File: config.mk
export PLATFORM = sky130hd
export DESIGN_NAME = processor_status_register
export DESIGN_NICKNAME = d
export VERILOG_FILES = /design/src/rtl/cpu6502_pkg.sv /design/src/rtl/so_edge_detect.sv /design/src/rtl/processor_status_register.sv
export SDC_FILE = /design/constraint.sdc
export NUM_CORES = 1
export LEC_CHECK = 0
export CAP_MARGIN = 20
export CORE_MARGIN = 2
export CORE_UTILIZATION = 32
export CTS_BUF_LIST = sky130_fd_sc_hd__clkbuf_8
export DETAILED_ROUTE_END_ITERATION = 6
export PLACE_DENSITY = 0.85
export SLEW_MARGIN = 20
export SYNTH_ARGS = -nofsm -noshare
export SYNTH_HDL_FRONTEND = slang
export SYNTH_HIERARCHICAL = 1
export SYNTH_SLANG_ARGS = --single-unit
File: constraint.sdc
create_clock -name i_clk -period 1.91 [get_ports i_clk]
set_clock_uncertainty 0.05 [all_clocks]
set_input_delay 0.573 -clock i_clk [delete_from_list [all_inputs] [get_ports i_clk]]
set_output_delay 0.573 -clock i_clk [all_outputs]
set_load 0.01 [all_outputs]
File: src/rtl/cpu6502_pkg.sv
// Shared 6502 core definitions: status flag bit positions and reset value.
// Imported by the status register and any block that decodes P bits.
// No ports; constants only.
package cpu6502_pkg;

  // Bit positions inside the P register / pushed status byte.
  localparam int P_C = 0;
  localparam int P_Z = 1;
  localparam int P_I = 2;
  localparam int P_D = 3;
  localparam int P_B = 4;
  localparam int P_U = 5;
  localparam int P_V = 6;
  localparam int P_N = 7;

  // I set, bits 5/4 read as 1, all other flags clear.
  localparam logic [7:0] P_RESET = 8'h34;

endpackage

File: src/rtl/so_edge_detect.sv
// Falling-edge detector for an active-low, already-synchronous pin (SO, NMI).
// Ports: i_clk, i_reset_n (async low), i_sig_n (pin), o_fall (one-cycle pulse).
// History flop resets high so a pin already low at reset release fires once.
module so_edge_detect (
  input  logic i_clk,
  input  logic i_reset_n,
  input  logic i_sig_n,
  output logic o_fall
);

  logic prev_q;

  always_ff @(posedge i_clk or negedge i_reset_n) begin
    if (!i_reset_n) prev_q <= 1'b1;
    else            prev_q <= i_sig_n;
  end

  // High on the cycle the pin is seen low after being high.
  assign o_fall = prev_q & ~i_sig_n;

endmodule

File: src/rtl/processor_status_register.sv
// 6502 processor status register (P) with per-flag load priority and SO sampling.
// Ports: i_clk, i_reset_n (async low); i_db/i_ir5/i_acr/i_avr data sources;
//   per-flag load strobes; i_so_n pin; i_irq_push selects B in the push view;
//   o_p status view {N,V,1,1,D,I,Z,C}; o_p_db push byte with B = ~i_irq_push.
module processor_status_register
  import cpu6502_pkg::*;
#(
  parameter logic [7:0] RESET_P = P_RESET
) (
  input  logic       i_clk,
  input  logic       i_reset_n,
  input  logic [7:0] i_db,
  input  logic       i_ir5,
  input  logic       i_acr,
  input  logic       i_avr,
  input  logic       i_db0_c,
  input  logic       i_ir5_c,
  input  logic       i_acr_c,
  input  logic       i_db1_z,
  input  logic       i_dbz_z,
  input  logic       i_db2_i,
  input  logic       i_ir5_i,
  input  logic       i_1_i,
  input  logic       i_db3_d,
  input  logic       i_ir5_d,
  input  logic       i_db6_v,
  input  logic       i_avr_v,
  input  logic       i_0_v,
  input  logic       i_db7_n,
  input  logic       i_so_n,
  input  logic       i_irq_push,
  output logic [7:0] o_p,
  output logic [7:0] o_p_db
);

  logic c_q, z_q, i_q, d_q, v_q, n_q;
  logic so_fall;

  so_edge_detect u_so_edge (
    .i_clk     (i_clk),
    .i_reset_n (i_reset_n),
    .i_sig_n   (i_so_n),
    .o_fall    (so_fall)
  );

  // Bits 5 and 4 of RESET_P are not stored; they are rebuilt on the outputs.
  always_ff @(posedge i_clk or negedge i_reset_n) begin
    if (!i_reset_n) begin
      c_q <= RESET_P[P_C];
      z_q <= RESET_P[P_Z];
      i_q <= RESET_P[P_I];
      d_q <= RESET_P[P_D];
      v_q <= RESET_P[P_V];
      n_q <= RESET_P[P_N];
    end else begin
      if      (i_db0_c) c_q <= i_db[P_C];
      else if (i_acr_c) c_q <= i_acr;
      else if (i_ir5_c) c_q <= i_ir5;

      if      (i_db1_z) z_q <= i_db[P_Z];
      else if (i_dbz_z) z_q <= (i_db == 8'h00);

      if      (i_1_i)   i_q <= 1'b1;
      else if (i_db2_i) i_q <= i_db[P_I];
      else if (i_ir5_i) i_q <= i_ir5;

      if      (i_db3_d) d_q <= i_db[P_D];
      else if (i_ir5_d) d_q <= i_ir5;

      // Any explicit V write swallows a coincident SO event; it is not replayed.
      if      (i_db6_v) v_q <= i_db[P_V];
      else if (i_avr_v) v_q <= i_avr;
      else if (i_0_v)   v_q <= 1'b0;
      else if (so_fall) v_q <= 1'b1;

      if (i_db7_n) n_q <= i_db[P_N];
    end
  end

  always_comb begin
    o_p      = 8'h00;
    o_p[P_C] = c_q;
    o_p[P_Z] = z_q;
    o_p[P_I] = i_q;
    o_p[P_D] = d_q;
    o_p[P_B] = 1'b1;
    o_p[P_U] = 1'b1;
    o_p[P_V] = v_q;
    o_p[P_N] = n_q;

    // Hardware interrupt pushes store B clear; PHP/BRK store it set.
    o_p_db      = o_p;
    o_p_db[P_B] = ~i_irq_push;
  end

endmodule
==> metrics.txt, run 1 <==
clock latency at the later pin of the worst-skew pair about 0.22 ns; commonest non-fill, non-tap cell in the layout clkdlybuf4s50_1; sequential fraction of the synthesis area approximately 38%; setup_tns 0 ns; core area approximately 0.0013 mm²; # rows 13; Sw Ratio 22.44%; DRT Pass-1 Iters 2; area of the die between 0.0015 and 0.002 mm²; Setup CP Type in -> out; clock sinks 7; RR Startpoint u_so_edge/prev_q; fin. max-slew vios 0; CTS tree done; R2R Setup Slk around 0.79 ns; layout cells sized above 1 15.38%; DRC violation count after routing 0; Antenna Cells 0; via count between 400 and 500; largest net degree at the start of global routing 8; commonest non-fill, non-tap cells in the layout 38 x clkdlybuf4s50_1, 5 x dfrtp_1, 4 x mux2_2; CP cell instances clkdlybuf4s50_1 > inv_1 > clkbuf_2; Tcrit/Tclk final about 94%; worst vdd ir between 0.4 and 0.5 mV; Critical Path Start Type input pin; part of the power in registers between 30% and 40%; Final ANT Viol Nets 0; Pwr per Cell Area 628.1 mW/mm²; Die Y about 42 µm; Combinational Power Share about 29%; max_cap viols 0; Fillers 130; first-pass GRT wire length between 1.5 and 2 mm; GRT Total Usage between 10% and 20%; hold path startpoint n_q; CP max FO 1; vias in the first global route ~420; Synth Instances 46; # H-tree levels 1; Reg clk slew, reported paths 0.04 ns; register bit total from synthesis 7; synthesized area per cell approximately 10 µm²; Final nets approximately 110; Hold Crit Endpoint n_q; yosys warns 6; final setup vio count 0; IO Port Bufs 41; Psw roughly 0.12 mW; Initial Util approximately a third; initial antenna violation count 0; Fmax around 0.56 GHz; HPWL Detailed 878.2 µm; CP required roughly 1.3 ns; Num CTS Buffers 3; worst r2r dst v_q; P_leak roughly 0.36 nW; fin crit period between 1.5 and 2 ns; synthesized area roughly 470 µm²; Internal just over 0.4 mW; Hold Path Class reg -> reg; reg2reg path depth 4; arrival time at the worst endpoint between 1 and 1.5 ns; Hold Crit Depth 1; io pins 45; Slowest cell on crit path clkdlybuf4s50_1; clk buf depth 2; global route overflow 0; gpl congestion 0.6352; clock power share between 30% and 40%; CTS root buf clkbuf_8; Die Wd roughly 42 µm; critical path's largest stage delay 0.45 ns; status complete, no violations; DR iter-0 viols 2; unrepaired setup endpoints after global routing no; Avg WL per Cell about 11 µm; post-synth cell types 18; Worst Setup End Kind output port; Final Hold Fails 0; vias per cell 4.376; WL final about 1.0 mm; P&R area growth vs syn 78.88%; Design Power 0.5258 mW
[state kept, by name, indices dropped and copies added, names as in the netlist]
register,flops
d_q,1
z_q,1
u_so_edge/prev_q,1
v_q,1
i_q,1
c_q,1
n_q,1
[logic make-up after synthesis]
group	synth area share [%]
AO/OA/AOI/OAI	6.684
buffers and inverters	25.67
flip-flops	37.97
multiplexers	16.04
other	0.8014
AND/OR/NAND/NOR	12.83
[worst max path at each step]
stage                     from        end  slack, ns  cells past startpoint
global route        i_irq_push  o_p_db[4]       0.09                      3
detailed placement  i_irq_push  o_p_db[4]      -0.26                      3
floorplan           i_irq_push  o_p_db[4]       0.64                      1
CTS                 i_irq_push  o_p_db[4]     0.0009                      3
global placement    i_irq_push  o_p_db[4]      -0.25                      3
finish              i_irq_push  o_p_db[4]       0.11                      3
[synthesized netlist by cell type, drive strengths merged]
cell,instances,area share [%]
a21oi,1,1.1
a311oi,1,1.9
buf,15,24
conb,1,0.80
dfrtp,5,27
dfstp,2,11
inv,2,1.6
mux2,4,9.6
mux2i,3,6.4
nand2,3,2.4
nand2b,1,1.3
nor2,1,0.80
nor2b,2,4.3
nor4,2,4.0
o21ai,2,2.1
o31ai,1,1.6
[critical path: cells and delay by family]
family   cells  cell delay [ns]
buf+inv      3             0.59
[layout make-up]
class,instances,area [µm²],share of cell area (%)
Clock buffer,3,41.29,4.933
Timing Repair Buffer,41,410.4,49.03
Multi-Input combinational cell,24,177.7,21.23
Tap cell,15,18.77,2.242
Sequential cell,7,177.7,21.23
Clock inverter,1,3.754,0.4484
Inverter,2,7.507,0.8969
[layer usage]
metal  wire length, µm  up-vias  track usage [%]
met2               545       26            24.92
met1               373      178            10.55
met3               115        2            3.448
li1                  -      201                -
met4                 6        0            3.750
met5                 0        -                0
[power groups by stage]
| stage | Clock, mW | Combinational (mW) | Sequential, mW |
|---|---|---|---|
| global route | 0.209 | 0.165 | 0.174 |
| floorplan | 0 | 0.0774 | 0.172 |
| CTS | 0.204 | 0.157 | 0.173 |
| detailed placement | 0 | 0.157 | 0.174 |
| global placement | 0 | 0.154 | 0.173 |
| finish | 0.200 | 0.153 | 0.172 |
[through the flow]
stage	cell area, µm²	hold WS [ns]	worst slack (ns)	util (%)	std cells
6_report	837.1	0.4823	0.1130	62.76	93
5_1_grt	837.1	0.5000	0.08669	62.76	93
4_1_cts	837.1	0.4902	0.0009259	62.76	93
3_5_place_dp	792.0	0.4829	-0.2623	59.38	89
3_3_place_gp	792.0	0.4727	-0.2499	59.38	89
2_1_floorplan	475.5	0.2274	0.6426	-	48
[what timing repair did]
action                     CTS  global route
hold buffers                 0             0
resized for setup            2             3
buffers inserted             0             0
hold endpoints to repair     0             0
pin swaps                    0             0
setup endpoints to repair    1             3
No activity file was read; power rests on OpenSTA's default activity.
==> run 2: changes to the inputs <==
--- a/config.mk
+++ b/config.mk
@@ -5,10 +5,11 @@
 export SDC_FILE = /design/constraint.sdc
 export NUM_CORES = 1
 export LEC_CHECK = 0
-export CAP_MARGIN = 20
+export CAP_MARGIN = 15
 export CORE_MARGIN = 2
 export CORE_UTILIZATION = 32
 export CTS_BUF_LIST = sky130_fd_sc_hd__clkbuf_8
+export CTS_CLUSTER_SIZE = 24
 export DETAILED_ROUTE_END_ITERATION = 6
 export PLACE_DENSITY = 0.85
 export SLEW_MARGIN = 20
==> results of run 2 <==
No change in the layout: final DEF, timing and power equal those of run 1.
==> run 3: changes to the inputs <==
--- a/config.mk
+++ b/config.mk
@@ -5,7 +5,7 @@
 export SDC_FILE = /design/constraint.sdc
 export NUM_CORES = 1
 export LEC_CHECK = 0
-export CAP_MARGIN = 15
+export CAP_MARGIN = 40
 export CORE_MARGIN = 2
 export CORE_UTILIZATION = 32
 export CTS_BUF_LIST = sky130_fd_sc_hd__clkbuf_8
==> results of run 3 <==
No change in the layout: final DEF, timing and power equal those of run 1.
